$ cat config.mk
export PLATFORM = sky130hd
export DESIGN_NAME = fifo_uart_tx
export DESIGN_NICKNAME = d
export VERILOG_FILES = /design/src/rtl/uart_pkg.sv /design/src/rtl/uart_baud_tick.sv /design/src/rtl/fifo_uart_tx.sv
export SDC_FILE = /design/constraint.sdc
export NUM_CORES = 1
export LEC_CHECK = 0
export ABC_AREA = 0
export BUFFER_PORTS_ARGS = -buffer_cell sky130_fd_sc_hd__buf_2
export CAP_MARGIN = 25
export CORE_MARGIN = 2
export CORE_UTILIZATION = 60
export CTS_CLUSTER_DIAMETER = 100
export CTS_CLUSTER_SIZE = 14
export DETAILED_ROUTE_END_ITERATION = 8
export MAX_ROUTING_LAYER = met4
export PLACE_DENSITY_LB_ADDON = 0.12
export SLEW_MARGIN = 20
export SYNTH_ARGS = -nofsm -noshare
export SYNTH_HDL_FRONTEND = slang
export SYNTH_SLANG_ARGS = --single-unit
$ cat constraint.sdc
create_clock -name clk -period 2.9 [get_ports clk]
set_input_delay 0.145 -clock clk [delete_from_list [all_inputs] [get_ports clk]]
set_output_delay 0.145 -clock clk [all_outputs]
set_load 0.01 [all_outputs]
$ cat src/rtl/uart_pkg.sv
// ----------------------------------------------------------------------------
// uart_pkg
//   Definitions shared by the FIFO-fed UART transmitter:
//     - state_t               : 3-bit encoding of the transmitter FSM states
//     - DEFAULT_CLKS_PER_BIT  : default clk cycles per serial bit
//     - MAX_DATA_WIDTH        : widest data word even_parity() accepts
//     - even_parity()         : parity bit that makes the total number of ones
//                               (data plus parity) even
// ----------------------------------------------------------------------------
package uart_pkg;

    localparam int DEFAULT_CLKS_PER_BIT = 16;
    localparam int MAX_DATA_WIDTH       = 32;

    typedef enum logic [2:0] {
        IDLE   = 3'd0,
        POP    = 3'd1,
        LOAD   = 3'd2,
        START  = 3'd3,
        DATA   = 3'd4,
        PARITY = 3'd5,
        STOP   = 3'd6
    } state_t;

    // Narrower words are zero-extended by the caller, so the extra zero bits
    // leave the XOR reduction unchanged.
    function automatic logic even_parity(input logic [MAX_DATA_WIDTH-1:0] data);
        return ^data;
    endfunction

endpackage : uart_pkg

$ cat src/rtl/uart_baud_tick.sv
// ----------------------------------------------------------------------------
// uart_baud_tick
//   Bit-period counter for the UART transmitter. Counts 0..CLKS_PER_BIT-1 and
//   wraps; tick marks the last cycle of every bit period.
//
//   Ports
//     clk    in   system clock
//     rst    in   asynchronous active-low reset (0 = reset)
//     clear  in   synchronous clear; holds the count at 0 while asserted
//     tick   out  1 while count == CLKS_PER_BIT-1
//     count  out  current position inside the bit period
// ----------------------------------------------------------------------------
module uart_baud_tick
    import uart_pkg::*;
#(
    parameter int CLKS_PER_BIT = DEFAULT_CLKS_PER_BIT
) (
    input  logic                            clk,
    input  logic                            rst,
    input  logic                            clear,
    output logic                            tick,
    output logic [$clog2(CLKS_PER_BIT)-1:0] count
);

    localparam int CNT_W = $clog2(CLKS_PER_BIT);
    localparam logic [CNT_W-1:0] LAST = CNT_W'(CLKS_PER_BIT - 1);

    assign tick = (count == LAST);

    // NOTE: sequential state uses non-blocking (<=) assignments so every
    // flop samples the pre-edge values of its inputs, independent of the
    // order in which the simulator evaluates always blocks.
    always_ff @(posedge clk or negedge rst) begin
        if (!rst) begin
            count <= '0;
        end else if (clear || tick) begin
            // Wrapping on tick restarts the period on every bit boundary,
            // which is also what happens on each state change in the FSM.
            count <= '0;
        end else begin
            count <= count + 1'b1;
        end
    end

endmodule : uart_baud_tick

$ cat src/rtl/fifo_uart_tx.sv
// ----------------------------------------------------------------------------
// fifo_uart_tx
//   Drain stage for an 8-bit synchronous FIFO. Pops one byte whenever the
//   FIFO is non-empty and new frames are enabled, then serialises it as a
//   UART frame: start bit, LSB-first data, optional even parity, stop bit(s).
//   Frames run back-to-back with a two-cycle (POP, LOAD) gap of idle line.
//
//   Ports
//     clk         in   system clock, rising edge
//     rst         in   asynchronous active-low reset (0 = reset)
//     enable      in   1 = may start new frames; a running frame always ends
//     fifo_empty  in   FIFO empty flag
//     fifo_data   in   FIFO read data, valid the cycle after fifo_pop
//     fifo_pop    out  one-cycle read strobe to the FIFO
//     tx          out  serial line, idles high, driven from a flop
//     busy        out  1 from POP through the last stop-bit cycle
//     frame_done  out  one-cycle pulse on the last cycle of the last stop bit
// ----------------------------------------------------------------------------
module fifo_uart_tx
    import uart_pkg::*;
#(
    parameter int CLKS_PER_BIT = DEFAULT_CLKS_PER_BIT,
    parameter int DATA_WIDTH   = 8,
    parameter int PARITY_EN    = 0,
    parameter int STOP_BITS    = 1
) (
    input  logic                  clk,
    input  logic                  rst,
    input  logic                  enable,
    input  logic                  fifo_empty,
    input  logic [DATA_WIDTH-1:0] fifo_data,
    output logic                  fifo_pop,
    output logic                  tx,
    output logic                  busy,
    output logic                  frame_done
);

    localparam int CNT_W = $clog2(CLKS_PER_BIT);
    localparam int IDX_W = (DATA_WIDTH > 2) ? $clog2(DATA_WIDTH) : 1;

    localparam logic [CNT_W-1:0] CNT_PRE_LAST = CNT_W'(CLKS_PER_BIT - 2);
    localparam logic [IDX_W-1:0] LAST_DATA    = IDX_W'(DATA_WIDTH - 1);
    localparam logic [IDX_W-1:0] LAST_STOP    = IDX_W'(STOP_BITS - 1);

    state_t                  state;
    logic [DATA_WIDTH-1:0]   shift;
    logic                    parity_bit;
    logic [IDX_W-1:0]        bit_idx;

    logic                    baud_clear;
    logic                    tick;
    logic [CNT_W-1:0]        baud_count;
    logic                    can_start;

    // Holding the counter at 0 outside the serial states makes START begin
    // a fresh bit period; later state changes coincide with the wrap.
    assign baud_clear = (state == IDLE) || (state == POP) || (state == LOAD);
    assign can_start  = enable && !fifo_empty;

    uart_baud_tick #(
        .CLKS_PER_BIT (CLKS_PER_BIT)
    ) u_baud (
        .clk   (clk),
        .rst   (rst),
        .clear (baud_clear),
        .tick  (tick),
        .count (baud_count)
    );

    always_ff @(posedge clk or negedge rst) begin
        if (!rst) begin
            state      <= IDLE;
            tx         <= 1'b1;
            fifo_pop   <= 1'b0;
            busy       <= 1'b0;
            frame_done <= 1'b0;
            // NOTE: the shift register is datapath, not a memory array, so it
            // is reset along with the control flops; a reset frame leaves no
            // stale byte behind.
            shift      <= '0;
            parity_bit <= 1'b0;
            bit_idx    <= '0;
        end else begin
            // Strobes default low each cycle so they can only ever be
            // single-cycle pulses.
            fifo_pop   <= 1'b0;
            frame_done <= 1'b0;

            case (state)
                IDLE: begin
                    tx <= 1'b1;
                    if (can_start) begin
                        state    <= POP;
                        fifo_pop <= 1'b1;
                        busy     <= 1'b1;
                    end
                end

                POP: begin
                    // The FIFO registers its read on this edge; data is
                    // presented during LOAD.
                    state <= LOAD;
                end

                LOAD: begin
                    shift      <= fifo_data;
                    parity_bit <= even_parity(MAX_DATA_WIDTH'(fifo_data));
                    tx         <= 1'b0;
                    state      <= START;
                end

                START: begin
                    if (tick) begin
                        tx      <= shift[0];
                        bit_idx <= '0;
                        state   <= DATA;
                    end
                end

                DATA: begin
                    if (tick) begin
                        if (bit_idx == LAST_DATA) begin
                            bit_idx <= '0;
                            if (PARITY_EN != 0) begin
                                tx    <= parity_bit;
                                state <= PARITY;
                            end else begin
                                tx    <= 1'b1;
                                state <= STOP;
                            end
                        end else begin
                            // tx takes the bit that becomes shift[0] after
                            // this shift, keeping line and register aligned.
                            tx      <= shift[1];
                            shift   <= shift >> 1;
                            bit_idx <= bit_idx + 1'b1;
                        end
                    end
                end

                PARITY: begin
                    if (tick) begin
                        tx      <= 1'b1;
                        bit_idx <= '0;
                        state   <= STOP;
                    end
                end

                STOP: begin
                    // frame_done is registered, so it is set one cycle early
                    // to land on the final stop cycle.
                    if ((bit_idx == LAST_STOP) && (baud_count == CNT_PRE_LAST)) begin
                        frame_done <= 1'b1;
                    end
                    if (tick) begin
                        if (bit_idx == LAST_STOP) begin
                            bit_idx <= '0;
                            if (can_start) begin
                                state    <= POP;
                                fifo_pop <= 1'b1;
                            end else begin
                                state <= IDLE;
                                busy  <= 1'b0;
                            end
                        end else begin
                            bit_idx <= bit_idx + 1'b1;
                        end
                    end
                end

                default: begin
                    state <= IDLE;
                    tx    <= 1'b1;
                    busy  <= 1'b0;
                end
            endcase
        end
    end

endmodule : fifo_uart_tx
# == Word level (Yosys, flattened, before mapping) ==
# Cells that the tools add are included.
# op_classes
add_sub_neg,2
eq_ne,19
n_mux,35
n_bitwise,2
reduce_logical,18
# op_table
cell,n
$mux 3,12
$pmux 3 s7,1
$mux 8,2
$pmux 8 s2,1
$mux 1,14
$eq 3x3->1 const B,4
$ne 2x1->1 const B,5
$ne 2x2->1 const B,5
$pmux 3 s3,1
$eq 4x4->1 const B,2
$reduce_and 4->1,2
$reduce_and 7->1,1
$eq 3x2->1 const B,2
$logic_not 3->1,2
$pmux 1 s5,1
$reduce_and 5->1,1
$reduce_or 5->1,1
$add 4x1->4 const B,1
$mux 4,1
$reduce_or 2->1,2
$add 3x1->3 const B,1
$eq 3x1->1 const B,1
$logic_or 1x1->1,3
$pmux 1 s3,1
other kinds (7),9
# word_totals
reg_bits,22
in_bits,12
out_inout_bits,4
elab_cells,84

# == Longest topological paths before layout ==
# Gate-level depths: netlist of run 1.
# depth
depth_word,6
ltp_mapped,6
ltp_nobuf,6

# == Hierarchy ==
# From an unflattened synthesis of run 1, not the netlist that was laid out.
# hier_totals
cells_unflattened,113
hier_area_um2,1248.7
# modules_own_cells
module,instances,cells_each,area_per_inst_um2,seq_area_each_um2
fifo_uart_tx,1,100,1077.3,451.7
uart_baud_tick,1,13,171.4,100.1

# == Worst setup path before layout of run 1 ==
# No wires, ideal clock.
# synth_path
kind,flip-flop to flip-flop
startpoint,register bit_idx[0]
endpoint,register tx
setup_ns,0.082
arrival_time_ns,1.780
slack_ns,1.038
stages_incl_launch_ff,7
path_buffers,0
synth_period_minus_slack_ns,1.862
cell_sequence,dfrtp_1 > ha_1 > ha_1 > or4b_1 > o211ai_2 > mux2i_1 > mux2_2
# synth_between
elab_chain_len,4
# synth_lines
item,line_no,source
start: declaration,fifo_uart_tx.sv:48,logic [IDX_W-1:0] bit_idx;
start signal: assignment,fifo_uart_tx.sv:136,bit_idx <= bit_idx + 1'b1;
start signal: assignment,fifo_uart_tx.sv:166,bit_idx <= bit_idx + 1'b1;
$eq 3x3->1,fifo_uart_tx.sv:122,if (bit_idx == LAST_DATA) begin
$mux 1,fifo_uart_tx.sv:122,
$mux 1,fifo_uart_tx.sv:121,if (tick) begin
$pmux 1 s5,fifo_uart_tx.sv:89,case (state)
end signal: assignment,fifo_uart_tx.sv:114,tx <= shift[0];
end signal: assignment,fifo_uart_tx.sv:125,tx <= parity_bit;
end signal: assignment,fifo_uart_tx.sv:134,tx <= shift[1];
end: declaration,fifo_uart_tx.sv:33,"output logic tx,"
# No other way between the ends. The select of a mux whose other input is x is not followed.
# A chain may end at the register's enable or synchronous reset.

# == Worst setup path in the final report of run 1 ==
# Same ends and word-level chain as after synthesis.

==> run_results.csv, run 1 <==
group,metric,value,unit
logic_synthesis,synth-async-reset-ratio,1.00,
worst_setup_path,cp_num_cells,6,
sta,tightestPinTransition,0.542,ns
worst_setup_path,endpoint,"tx",
route,drt_wl_total,2110,µm
placed_design,dp.cells,154,
logic_synthesis,synth_cell_type_count,39,
sta,grt_setup_unrepaired,"false",
route,viasPerCell,5.63,
worst_setup_path,max_stage_delay,0.54,ns
min_path,hold_path.class,"in2reg",
floorplanning,rows,16,
route,drtPass1Iterations,4,
power_and_ir_drop,p_total,0.510,mW
logic_synthesis,ys_seq_area_frac,0.442,
clocking,h-tree-depth,1,
clocking,worstSkewPairLatency,0.30,ns
worst_setup_path,critical_path.endpoint_type,"register",
worst_setup_path,reg2reg_slack,0.91,ns
clocking,clock-sinks,22,
worst_setup_path,crit_fanout,4,
worst_setup_path,worstPathRequired,3.14,ns
layout,syn_to_final_growth,9.33,%
worst_setup_path,crit_start,"bit_idx[0]",
sta,hold_viol_final,0,
global_routing,grt_usage,0.203,
worst_setup_path,worst-r2r-cell-count,6,
worst_setup_path,r2r-end,"tx",
layout,stdcell_count,159,
run,maxCapViolCount,0,
route,num_vias,895,
outcome,status,"finished, final reports clean",
sta,fin_crit_sh,0.688,
worst_setup_path,path_buf_inv,0,
logic_synthesis,synthesis.nets,136,
layout,seqCellArea,552,µm²
route,drc,0,
worst_setup_path,r2r_start,"bit_idx[0]",
power_and_ir_drop,leakage,0.645,nW
logic_synthesis,syn_area,1250,µm²
layout,final_cell_mix,"21 x dfrtp_1, 15 x mux2_2, 15 x buf_2",
worst_setup_path,path_cells,"ha_1 -> ha_1 -> or4b_1 -> o211ai_2 -> mux2i_1 -> mux2_2",
logic_synthesis,synth.ff_latch_count,22,
logic_synthesis,avgSynthCellArea,10.5,µm²
clocking,cts-root-buf,"clkbuf_4",
logic_synthesis,synth_edf_count,0,
floorplanning,coreArea,1960,µm²
global_routing,grt_pass1_vias,850,
sta,slew_violations,0,
worst_setup_path,path_delay_family,"simple AND/OR/NAND/NOR gates",
worst_setup_path,worst-setup-path-type,"reg2reg",
layout,multi_input_area,634,µm²
sta,finalSetupViolCount,0,
min_path,worstHoldPathCells,3,
logic_synthesis,syn_inst,119,
power_and_ir_drop,max-vdd-ir-drop,0.278,mV
sta,relSlewSlack,0.638,
layout,final_common_cell,"dfrtp_1",
route,ant_nets,0,
worst_setup_path,arrival,2.24,ns
global_routing,grt_overflow,0,
layout,drive_gt1_frac,0.311,
route,drt_iter0_markers,11,
layout,final_nets,150,
placed_design,gp_congestion,0.759,
floorplanning,dieArea,2460,µm²
worst_setup_path,startpoint_type,"register",
sta,tns,0,ns
layout,fillers,164,
sta,fmax,501,MHz
sta,finClkSkew,0.00134,ns
clocking,cts_buffer_depth,2,
global_routing,grt_pass1_wl,3800,µm
min_path,hold_start,"fifo_data[7]",
global_routing,grt_max_degree,23,
power_and_ir_drop,powerDensity,374,nW/µm²
clocking,cts_made_buffers,3,
logic_synthesis,yosys_warnings,0,
worst_setup_path,cpMaxStageDelayCell,"or4b_1",
clocking,path_clk_slew,0.12,ns
global_routing,antenna_found_initial,0,
worst_setup_path,cp_common_cell,"ha_1",
placed_design,hpwl,1590,µm
floorplanning,io_pins,16,
route,wire_per_inst,13.3,µm
layout,antennaDiodeCount,0,
clocking,post_cts_resized,0,
sta,min_period,1.99,ns
floorplanning,initial_core_util,0.636,
clocking,cts_tree,"yes",
placed_design,port_buffers,15,
logic_synthesis,ys.flop_type,"dfrtp_1",
floorplanning,dieWidth,49.6,µm
floorplanning,die_y,49.6,µm
==> worst min-delay path: cells and delay by family <==
| kind | cells | cell delay (ns) |
|---|---|---|
| and+or+nand+nor | 2 | 0.12 |
| buffers and inverters | 1 | 0.08 |
==> per-layer routing <==
metal	global-route usage	routed length (µm)
met5	-	0
met4	0.0556	14
met3	0.0273	54
met2	0.333	1080
met1	0.265	968
==> registers in the layout, summed over array words and instances (netlist names) <==
| signal | flops |
|---|---|
| fifo_pop | 1 |
| shift | 8 |
| busy | 1 |
| bit_idx | 3 |
| u_baud.count | 4 |
| tx | 1 |
| frame_done | 1 |
| state | 3 |
==> kinds of logic after synthesis <==
logic type	count (synthesis)	synth area share
multiplexers	17	0.151
AO/OA/AOI/OAI	23	0.126
XOR/XNOR	2	0.0140
flip-flops	22	0.442
buffers and inverters	13	0.0491
AND/OR/NAND/NOR	36	0.158
adder cells (fa/ha/maj)	6	0.0582
==> synth_stat cells (all sizes together), types with 2 or more instances <==
cell / n / area (µm²)
clkbuf: 3 / 11.3
a22o: 2 / 17.5
nand3b: 2 / 15.0
nor2b: 3 / 18.8
nand3: 4 / 20.0
nor2: 10 / 42.5
dfrtp: 21 / 526
buf: 4 / 27.5
or3b: 2 / 17.5
o21ai: 6 / 30.0
o211ai: 2 / 20.0
mux2: 15 / 169
mux2i: 2 / 20.0
a21oi: 4 / 20.0
inv: 6 / 22.5
nand2b: 4 / 25.0
nand2: 6 / 22.5
ha: 5 / 62.6
==> power by group <==
group          total, mW  internal [mW]  switching, mW
logic             0.0276         0.0149         0.0127
clock network      0.167         0.0765         0.0903
registers          0.316          0.313        0.00287
==> worst min-delay path by stage <==
stage	end	slack (ns)
global placement	state[1]	0.13
CTS	shift[7]	0.08
floorplan	bit_idx[0]	-0.15
global route	shift[7]	0.09
finish	shift[7]	0.08
detailed placement	state[1]	0.13
==> cell type report <==
class                      count  area share
timing repair buffer          16      0.0624
inverter                       6      0.0165
sequential                    22       0.405
tap                           27      0.0248
multi-input combinational     84       0.465
clock buffer                   4      0.0266
==> metrics by stage <==
step           cell area (µm²)  hold slack (ns)  setup WS (ns)   util
6_report                  1360           0.0800          0.906  0.695
5_1_grt                   1360           0.0943          0.791  0.695
4_1_cts                   1360           0.0843          0.904  0.695
3_5_place_dp              1320            0.133          0.920  0.672
3_3_place_gp              1320            0.126          0.977  0.672
2_1_floorplan             1250           -0.151           1.04      -
==> what timing repair did <==
item,4_1_cts,5_1_grt
hold endpoints to repair,21,0
hold buffers,1,0
setup buffers,0,0
(Power assumes the default switching activity.)
==> inputs of run 2 (changes only) <==
ABC_AREA = 1   (was 0)
CORE_ASPECT_RATIO = 0.6   (was default)
CORE_UTILIZATION = 51   (was 60)
clock period = 1.8 ns   (was 2.9 ns; I/O delays follow)
==> run_results.csv, run 2 <==
group,metric,value,unit
global_routing,grt_max_degree,23,
logic_synthesis,synthTopCellsByCount,"78 x nand2_1, 21 x dfrtp_1, 16 x nand3_1, 14 x nor2_1, 10 x inv_1",
logic_synthesis,yosys-top-cells-area,"dfrtp_1 41%, nand2_1 23%, nand3_1 6.3%",
sta,finClkSkew,0.00801,ns
worst_setup_path,reg2reg_slack,0.20,ns
clocking,cts_setup_buffers,0,
route,wire_per_inst,12.2,µm
layout,final_nets,211,
layout,reg.largest.list,"shift (8), u_baud.count (4)",
worst_setup_path,arrival,1.75,ns
layout,final_core_util,0.636,
logic_synthesis,avgSynthCellArea,7.34,µm²
worst_setup_path,crit_start,"u_baud.count[0]",
worst_setup_path,crit_fanout,6,
power_and_ir_drop,leakage,0.805,nW
sta,hold_viol_final,0,
logic_synthesis,yosysTopAreaCell,"dfrtp_1",
sta,tns,0,ns
layout,stdcell_count,223,
worst_setup_path,worstPathRequired,1.95,ns
logic_synthesis,synth.most_common_cell,"nand2_1",
clocking,worstSkewPairLatency,0.26,ns
worst_setup_path,r2r-end,"state[1]",
worst_setup_path,critical_path.endpoint_type,"register",
logic_synthesis,synthesis.nets,191,
route,viasPerCell,5.09,
floorplanning,die_y,42.8,µm
power_and_ir_drop,max-vdd-ir-drop,0.402,mV
worst_setup_path,cp_common_cell,"nand2_1",
global_routing,antenna_found_initial,0,
floorplanning,dieArea,2930,µm²
logic_synthesis,syn_area,1280,µm²
logic_synthesis,ys.flop_type,"dfrtp_1",
layout,antennaDiodeCount,0,
logic_synthesis,synth_cell_type_count,25,
floorplanning,rows,13,
route,ant_nets,0,
layout,largest_register_ffs,8,
clocking,cts_buffer_depth,2,
worst_setup_path,startpoint_type,"register",
logic_synthesis,ys_seq_area_frac,0.432,
floorplanning,io_pins,16,
floorplanning,dieWidth,68.6,µm
power_and_ir_drop,powerDensity,598,nW/µm²
global_routing,grt_usage,0.213,
route,drt_wl_total,2730,µm
layout,drive_gt1_frac,0.176,
run,maxCapViolCount,0,
route,drtPass1Iterations,4,
worst_setup_path,endpoint,"state[1]",
sta,min_period,1.60,ns
floorplanning,coreArea,2260,µm²
logic_synthesis,yosys_warnings,0,
route,num_vias,1134,
layout,syn_to_final_growth,12.6,%
sta,grt_setup_unrepaired,"false",
clocking,path_clk_slew,0.08,ns
clocking,cts-root-buf,"clkbuf_8",
worst_setup_path,cpMaxStageDelayCell,"dfrtp_1",
global_routing,grt_pass1_wl,4520,µm
worst_setup_path,r2r_start,"u_baud.count[0]",
global_routing,grt_pass1_vias,1001,
placed_design,hpwl,2090,µm
outcome,status,"finished, final reports clean",
logic_synthesis,synth-async-reset-ratio,1.00,
sta,relSlewSlack,0.653,
clocking,cts_tree,"yes",
worst_setup_path,worst-r2r-cell-count,8,
worst_setup_path,worst-setup-path-type,"reg2reg",
logic_synthesis,syn_inst,174,
layout,final_common_cell,"nand2_1",
sta,fmax,626,MHz
global_routing,grt_overflow,0,
min_path,hold_path.class,"in2reg",
layout,largest-register,"shift",
layout,final_cell_mix,"77 x nand2_1, 21 x dfrtp_1, 16 x nand3_1",
sta,whs,0.111,ns
placed_design,port_buffers,15,
clocking,clock-sinks,22,
route,drt_iter0_markers,138,
worst_setup_path,path_cells,"ha_1 -> nand3_1 -> nand2_2 -> nor2_2 -> nor2_1 -> nand2_1 -> nand2_1 -> nand2_1",
route,drc,0,
logic_synthesis,synth_top_area_frac,0.411,
clocking,cts_made_buffers,3,
sta,finalSetupViolCount,0,
sta,fin_crit_sh,0.887,
placed_design,dp.cells,218,
power_and_ir_drop,p_total,0.861,mW
sta,slew_violations,0,
logic_synthesis,synth.ff_latch_count,22,
placed_design,gp_congestion,0.914,
worst_setup_path,max_stage_delay,0.39,ns
clocking,h-tree-depth,1,
floorplanning,initial_core_util,0.565,
sta,tightestPinTransition,0.520,ns
logic_synthesis,synth_edf_count,0,
run 2: cell count changes in the layout (fill, tap and decap cells not counted), moves of 6 or more:
| cell | change |
|---|---|
| mux2_2 | -15 |
| nand2_1 | +71 |
| nand3_1 | +12 |
| nor2_1 | +6 |
run 2: cell type report:
type	count	area [µm²]
Fill cell	208	822
Multi-Input combinational cell	135	651
Sequential cell	22	552
Timing Repair Buffer	17	92.6
Inverter	15	61.3
Clock buffer	4	45.0
Tap cell	30	37.5
run 2: worst min path at each step:
stage,start,end,depth (start not counted)
floorplan,rst,bit_idx[0],0
global placement,rst,u_baud.count[1],1
detailed placement,rst,u_baud.count[1],1
CTS,fifo_data[7],shift[7],3
global route,fifo_data[7],shift[7],3
finish,fifo_data[7],shift[7],3
run 2: layer usage:
metal  up-vias  GRT usage  wire length (µm)
met5         -          -                 0
met4         0     0.0640                 0
met3         0     0.0663               135
met2        28      0.298              1180
met1       519      0.295              1410
li1        587          -                 -
run 2: cell families after synthesis:
family | share of synthesized area
AO/OA/AOI/OAI | 0.0597
XOR/XNOR | 0.0137
adder cells (fa/ha/maj) | 0.0490
buffers and inverters | 0.0607
flip-flops | 0.432
AND/OR/NAND/NOR | 0.385
run 2: repair_timing:
action / 4_1_cts / 5_1_grt
hold buffers: 1 / 0
endpoints found under the setup margin: 0 / 2
hold endpoints to repair: 21 / 0
resized for setup: 0 / 1
run 2: report_power, final:
part	leakage (nW)	switching (mW)	internal, mW
combinational	0.523	0.0236	0.0173
sequential	0.260	0.00525	0.504
clock	0.0228	0.153	0.158
total	0.805	0.182	0.679
run 2: through the flow:
| step | cell area, µm² | setup WS (ns) |
|---|---|---|
| 6_report | 1440 | 0.203 |
| 5_1_grt | 1440 | 0.00560 |
| 4_1_cts | 1440 | 0.154 |
| 3_5_place_dp | 1380 | 0.160 |
| 3_3_place_gp | 1380 | 0.278 |
| 2_1_floorplan | 1280 | 0.409 |
run 2: worst max-delay path: cells and delay by family (launching register included):
| family | cells | cell delay (ns) |
|---|---|---|
| AND/OR/NAND/NOR | 7 | 0.92 |
| adder cells (fa/ha/maj) | 1 | 0.19 |
| flip-flops | 1 | 0.39 |
